===== config.mk =====
export PLATFORM = sky130hd
export DESIGN_NAME = distort_sched_flat
export DESIGN_NICKNAME = d
export VERILOG_FILES = /design/src/rtl/distort_pkg.sv /design/src/rtl/distort_sched_if.sv /design/src/rtl/distort_lfsr.sv /design/src/rtl/distort_sched.sv /design/src/flat_wrapper.sv
export SDC_FILE = /design/constraint.sdc
export NUM_CORES = 1
export LEC_CHECK = 0
export BUFFER_PORTS_ARGS = -buffer_cell sky130_fd_sc_hd__buf_4
export CAP_MARGIN = 10
export CORE_MARGIN = 4
export CORE_UTILIZATION = 61
export DETAILED_ROUTE_END_ITERATION = 6
export GPL_TIMING_DRIVEN = 0
export PLACE_DENSITY = 0.93
export SLEW_MARGIN = 25
export SYNTH_ARGS = -nofsm -noshare
export SYNTH_HDL_FRONTEND = slang
export SYNTH_SLANG_ARGS = --single-unit

===== constraint.sdc =====
create_clock -name clk -period 5.7 [get_ports clk]
set_input_delay 0.855 -clock clk [delete_from_list [all_inputs] [get_ports clk]]
set_output_delay 0.855 -clock clk [all_outputs]
set_load 0.02 [all_outputs]

===== src/rtl/distort_pkg.sv =====
// Shared types and helpers for the random-offset distortion scheduler.
// State encoding, LFSR taps/seed, next-state and offset-direction helpers.
package distort_pkg;

    typedef enum logic [1:0] {
        IDLE = 2'd0,
        CALC = 2'd1,
        OUT  = 2'd2
    } state_t;

    localparam logic [15:0] LFSR_TAPS         = 16'hB400;
    localparam logic [15:0] LFSR_DEFAULT_SEED = 16'hACE1;

    // 16-bit Galois LFSR, right shift
    function automatic logic [15:0] lfsr_next(input logic [15:0] v);
        return v[0] ? ((v >> 1) ^ LFSR_TAPS) : (v >> 1);
    endfunction

    // 1 = add the offset, 0 = subtract it
    function automatic logic offset_dir(input logic [15:0] l);
        return ((l[7:0] % 8'd10) <= 8'd5);
    endfunction

endpackage


===== src/rtl/distort_sched_if.sv =====
// Sample stream handshake bundle: input side (source -> block) and output side (block -> sink).
// slave is the scheduler's view, master is the source/sink view.
interface distort_sched_if #(parameter int DATA_W = 8);

    logic [DATA_W-1:0] in_sample;
    logic              in_valid;
    logic              in_ready;
    logic [DATA_W-1:0] out_sample;
    logic              out_valid;
    logic              out_ready;

    modport slave (
        input  in_sample, in_valid, out_ready,
        output in_ready, out_sample, out_valid
    );

    modport master (
        output in_sample, in_valid, out_ready,
        input  in_ready, out_sample, out_valid
    );

endinterface


===== src/rtl/distort_lfsr.sv =====
// Holds the single offset LFSR; steps once per asserted adv, otherwise holds.
module distort_lfsr
    import distort_pkg::*;
#(
    parameter logic [15:0] SEED = LFSR_DEFAULT_SEED
) (
    input  logic        clk,
    input  logic        rst_n,
    input  logic        adv,
    output logic [15:0] value
);

    logic [15:0] r_lfsr;

    always_ff @(posedge clk or negedge rst_n) begin
        if (!rst_n)
            r_lfsr <= SEED;
        else if (adv)
            r_lfsr <= lfsr_next(r_lfsr);
    end

    assign value = r_lfsr;

endmodule


===== src/rtl/distort_sched.sv =====
// Random-offset distortion scheduler: one sample in flight, IDLE -> CALC -> OUT.
// Define DISTORT_SAT_EN to clamp over/underflow and count clamps in clip_cnt; otherwise results wrap.
module distort_sched
    import distort_pkg::*;
#(
    parameter int          DATA_W    = 8,
    parameter logic [15:0] LFSR_SEED = LFSR_DEFAULT_SEED,
    parameter int          CNT_W     = 16
) (
    input  logic                clk,
    input  logic                rst_n,
    input  logic                cfg_en,
    input  logic [2:0]          cfg_depth,
    distort_sched_if.slave      bus,
    output logic                busy,
    output logic [CNT_W-1:0]    clip_cnt
);

    state_t            r_state;
    logic [DATA_W-1:0] r_sample;
    logic              r_en;
    logic [2:0]        r_depth;
    logic [15:0]       r_l;
    logic [DATA_W-1:0] r_out;
    logic              r_out_valid;

    logic [15:0]       w_lfsr;
    logic              w_adv;
    logic              w_accept;
    logic [2:0]        w_j;
    logic              w_add;
    logic [DATA_W-1:0] w_result;

    assign w_accept = (r_state == IDLE) && bus.in_valid;
    // Bypass samples leave the sequence untouched
    assign w_adv    = w_accept && cfg_en;

    distort_lfsr #(.SEED(LFSR_SEED)) u_lfsr (
        .clk   (clk),
        .rst_n (rst_n),
        .adv   (w_adv),
        .value (w_lfsr)
    );

    assign w_j   = (r_l[10:8] < r_depth) ? r_l[10:8] : r_depth;
    assign w_add = offset_dir(r_l);

`ifdef DISTORT_SAT_EN
    logic [DATA_W:0]   w_ext;
    logic [DATA_W:0]   w_off;
    logic [DATA_W:0]   w_sum;
    logic              w_clip;
    logic [CNT_W-1:0]  r_clip_cnt;

    assign w_ext = {1'b0, r_sample};
    assign w_off = {{(DATA_W-2){1'b0}}, w_j};
    // Top bit is the carry on add and the borrow on subtract
    assign w_sum = w_add ? (w_ext + w_off) : (w_ext - w_off);

    always_comb begin
        w_result = r_sample;
        w_clip   = 1'b0;
        if (r_en) begin
            if (w_sum[DATA_W]) begin
                w_clip   = 1'b1;
                w_result = w_add ? {DATA_W{1'b1}} : {DATA_W{1'b0}};
            end else begin
                w_result = w_sum[DATA_W-1:0];
            end
        end
    end

    always_ff @(posedge clk or negedge rst_n) begin
        if (!rst_n)
            r_clip_cnt <= '0;
        else if ((r_state == CALC) && w_clip && (r_clip_cnt != {CNT_W{1'b1}}))
            r_clip_cnt <= r_clip_cnt + 1'b1;
    end

    assign clip_cnt = r_clip_cnt;
`else
    logic [DATA_W-1:0] w_off;
    logic [DATA_W-1:0] w_sum;

    assign w_off = {{(DATA_W-3){1'b0}}, w_j};
    assign w_sum = w_add ? (r_sample + w_off) : (r_sample - w_off);

    always_comb begin
        w_result = r_sample;
        if (r_en)
            w_result = w_sum;
    end

    assign clip_cnt = '0;
`endif

    always_ff @(posedge clk or negedge rst_n) begin
        if (!rst_n) begin
            r_state     <= IDLE;
            r_sample    <= '0;
            r_en        <= 1'b0;
            r_depth     <= '0;
            r_l         <= '0;
            r_out       <= '0;
            r_out_valid <= 1'b0;
        end else begin
            case (r_state)
                IDLE: begin
                    if (w_accept) begin
                        r_sample <= bus.in_sample;
                        r_en     <= cfg_en;
                        r_depth  <= cfg_depth;
                        r_l      <= w_lfsr;
                        r_state  <= CALC;
                    end
                end
                CALC: begin
                    r_out       <= w_result;
                    r_out_valid <= 1'b1;
                    r_state     <= OUT;
                end
                OUT: begin
                    if (bus.out_ready) begin
                        r_out_valid <= 1'b0;
                        r_state     <= IDLE;
                    end
                end
                default: r_state <= IDLE;
            endcase
        end
    end

    assign bus.in_ready   = (r_state == IDLE);
    assign bus.out_sample = r_out;
    assign bus.out_valid  = r_out_valid;
    assign busy           = (r_state != IDLE);

endmodule

===== src/flat_wrapper.sv =====
// flat-port wrapper written by rule: the top's interface ports become plain ports
module distort_sched_flat import distort_pkg::*;
#(
    parameter int          DATA_W    = 8,
    parameter logic [15:0] LFSR_SEED = LFSR_DEFAULT_SEED,
    parameter int          CNT_W     = 16
)
  (clk, rst_n, cfg_en, cfg_depth, busy, clip_cnt, bus_in_sample, bus_in_valid, bus_out_ready, bus_in_ready, bus_out_sample, bus_out_valid);
  distort_sched_if #(.DATA_W(DATA_W)) bus_i ();
  input  logic clk;
  input  logic rst_n;
  input  logic cfg_en;
  input  logic [2:0] cfg_depth;
  output logic busy;
  output logic [CNT_W-1:0] clip_cnt;
  input wire logic [$bits(bus_i.in_sample)-1:0] bus_in_sample;
  input wire logic [$bits(bus_i.in_valid)-1:0] bus_in_valid;
  input wire logic [$bits(bus_i.out_ready)-1:0] bus_out_ready;
  output wire logic [$bits(bus_i.in_ready)-1:0] bus_in_ready;
  output wire logic [$bits(bus_i.out_sample)-1:0] bus_out_sample;
  output wire logic [$bits(bus_i.out_valid)-1:0] bus_out_valid;
  assign bus_i.in_sample = bus_in_sample;
  assign bus_i.in_valid = bus_in_valid;
  assign bus_i.out_ready = bus_out_ready;
  assign bus_in_ready = bus_i.in_ready;
  assign bus_out_sample = bus_i.out_sample;
  assign bus_out_valid = bus_i.out_valid;
  distort_sched #(.DATA_W(DATA_W), .LFSR_SEED(LFSR_SEED), .CNT_W(CNT_W)) u_core (.clk(clk), .rst_n(rst_n), .cfg_en(cfg_en), .cfg_depth(cfg_depth), .bus(bus_i), .busy(busy), .clip_cnt(clip_cnt));
endmodule

==> flow_metrics.env <==
export IMPL_synth_area_per_cell_um2=10.5
export IMPL_final_cell_mix="44 x buf_4, 41 x dfrtp_1, 29 x mux2_2, 22 x nand2_1, 17 x a21oi_1"
export IMPL_critical_path_arrival_ns=4.36
export IMPL_overflow=0
export IMPL_drc=0
export IMPL_grt_antenna_before_repair=0
export IMPL_dieArea_um2=5790
export IMPL_die_x_um=76.1
export IMPL_clk_pin_slew_ns=0.08
export IMPL_tightest_slew_ns=0.633
export IMPL_syn_to_final_growth_pct=14.9
export IMPL_multi_input_area_um2=1420
export IMPL_initialDrtViolationCount=107
export IMPL_clockBufferDepth=2
export IMPL_core_um2=4410
export IMPL_fillers=313
export IMPL_cts_tree="done"
export IMPL_worstPathMaxFanout=10
export IMPL_wl_mm=5.49
export IMPL_numClockSinks=49
export IMPL_r2r_end="u_core.bus.out_sample[7]"
export IMPL_cts_setup_buffers=0
export IMPL_portBuffers=26
export IMPL_hold_path_class="register to register"
export IMPL_crit_required_ns=5.94
export IMPL_ys_warn_count=0
export IMPL_diodes=0
export IMPL_rsz0062_at_grt="no"
export IMPL_rows=24
export IMPL_grt_max_degree=50
export IMPL_cts_resized=0
export IMPL_synth_top_cell_area_share_pct=36.3
export IMPL_max_cap_viol_count=0
export IMPL_synth_top_cell_by_area="dfrtp_1"
export IMPL_drv_slew=0
export IMPL_worstHoldStart="u_core.bus.out_sample[5]"
export IMPL_fin_crit_ns=4.13
export IMPL_via_count=2023
export IMPL_hold_depth=2
export IMPL_clk_latency_ns=0.30
export IMPL_seq_area_frac_synth_pct=43.7
export IMPL_r2r_slack_ns=1.57
export IMPL_crit_path_start_kind="register"
export IMPL_crit_type="register to register"
export IMPL_ff2ff_path_depth=17
export IMPL_numCtsBuffers=5
export IMPL_routed_via_density=5.48
export IMPL_syn_area_um2=2830
export IMPL_initial_utilization_pct=64.1
export IMPL_skew_ns=0.00627
export IMPL_wl_per_cell_um=14.9
export IMPL_grt_usage_pct=19.5
export IMPL_max_slew_margin_pct=57.8
export IMPL_fmax_mhz=242
export IMPL_min_to="u_core.bus.out_sample[5]"
export IMPL_layout_commonest_cell="buf_4"
export IMPL_ff_latch_area_um2=1240
export IMPL_cts_htree_levels=2
export IMPL_timing_final_crit_share_pct=72.4
export IMPL_dpl_hpwl_mm=3.95
export IMPL_ios=43
export IMPL_ys_ff_latch=49
export IMPL_yosysUniqueCellTypes=49
export IMPL_status="finished, final reports clean"
export IMPL_ctsRootBufferMaster="clkbuf_8"
export IMPL_grt_pass1_vias=2103
export IMPL_setup_viol=0
export IMPL_gp_congestion=0.801
export IMPL_tns_ns=0
export IMPL_grt_pass1_wl_mm=9.44
export IMPL_ant_nets=0
export IMPL_finish_net_count=346
export IMPL_cts_hold_fix_buffers=0
export IMPL_hold_viol=0
export IMPL_drive_gt1_share_pct=31.5
export IMPL_drt_pre_antenna_iters=4
export IMPL_yosys_top_cells_area="dfrtp_1 36%, mux2_2 12%, dfstp_2 7.4%, ha_1 5.3%, buf_4 4.8%"
export IMPL_end_kind="register"
export IMPL_synthCells=269
export IMPL_timing_rr_start="u_core.r_l[5]"
export IMPL_die_height_um=76.1
==> critical path, cell delays in order (launching register included) <==
cell and delay [ns]:
dfrtp_1 0.38, buf_2 0.19, nor2b_1 0.22, nor2_1 0.07
o31ai_1 0.25, o221a_2 0.29, mux2i_2 0.33, nand3_1 0.20
o21ai_1 0.29, ha_1 0.29, a21o_1 0.15, a21oi_1 0.21
o21bai_1 0.09, a21oi_1 0.29, o21ai_0 0.24, nor4b_1 0.34
mux2i_1 0.13, nand3_1 0.10
==> layer usage <==
layer,vias up,GRT usage (%),routed length [µm]
li1,1000,-,-
met1,955,21.7,2240
met2,52,34.3,2890
met3,16,6.15,252
met4,0,7.87,112
met5,-,0,0
==> final cells by class <==
cell class	instances	share of cell area, %
Multi-Input combinational cell	193	43.7
Sequential cell	49	38.0
Timing Repair Buffer	26	6.00
Buffer	30	5.66
Clock buffer	5	2.12
Tap cell	52	2.00
Inverter	12	1.39
Clock inverter	2	1.08
==> logic make-up after synthesis <==
kind of cell    Yosys count  synth area share (%)
simple gates             60                  11.2
compound gates           53                  11.5
flops                    49                  43.7
buf+inv                  42                  8.09
mux                      40                  16.0
fa+ha+maj                13                  6.01
xor+xnor                 11                  3.40
other cells               1                 0.132
==> worst max path at each step <==
stage	startpoint	end	slack (ns)	depth (start not counted)
5_1_grt	u_core.r_l[3]	u_core.bus.out_sample[7]	1.23	17
3_5_place_dp	u_core.r_l[3]	u_core.bus.out_sample[7]	1.72	17
6_report	u_core.r_l[5]	u_core.bus.out_sample[7]	1.57	17
3_3_place_gp	u_core.r_l[3]	u_core.bus.out_sample[7]	1.91	17
2_1_floorplan	u_core.r_l[3]	u_core.bus.out_sample[7]	2.25	17
4_1_cts	u_core.r_l[3]	u_core.bus.out_sample[7]	1.60	17
==> per-stage QoR <==
step / hold slack (ns) / utilization [%] / instances / area [µm²] / setup slack, ns
final: 0.483 / 73.6 / 369 / 3250 / 1.57
after global routing: 0.521 / 73.6 / 369 / 3250 / 1.23
after CTS: 0.490 / 73.6 / 369 / 3250 / 1.60
after detailed placement: 0.472 / 71.3 / 362 / 3150 / 1.72
after global placement: 0.464 / 71.3 / 362 / 3150 / 1.91
after floorplan: 0.453 / - / 284 / 2890 / 2.25
==> Yosys cell counts, drive strengths merged <==
cell type and instances:
conb 1, a311oi 1, o21a 1, nor2b 2, or2b 2, a211oi 2, o221a 1, or3 1
nor4bb 2, mux2 29, and2 1, nor4b 2, o22ai 2, a21oi 17, o311a 1, and3 3
nand2b 2, xor2 2, a31oi 4, a21o 3, nand3 2, dfstp 8, nor3b 3, nor2 13
xnor2 9, inv 12, ha 12, o21ai 18, buf 23, fa 1, o21bai 2, clkbuf 7
nor3 4, nand4 1, dfrtp 41, mux2i 11, o31ai 1, nand2 22
==> flip-flops by register name, indices dropped and copies added, names as in the netlist <==
register / cells
u_core.bus.out_valid: 1
u_core.r_sample: 8
u_core.bus.out_sample: 8
u_core.r_state: 2
u_core.r_depth: 3
u_core.r_en: 1
u_core.u_lfsr.value: 16
u_core.r_l: 10
Power is left out: the tool's default activity adds up to more than one toggle a clock period on the data nets, which glitch-free logic cannot reach.
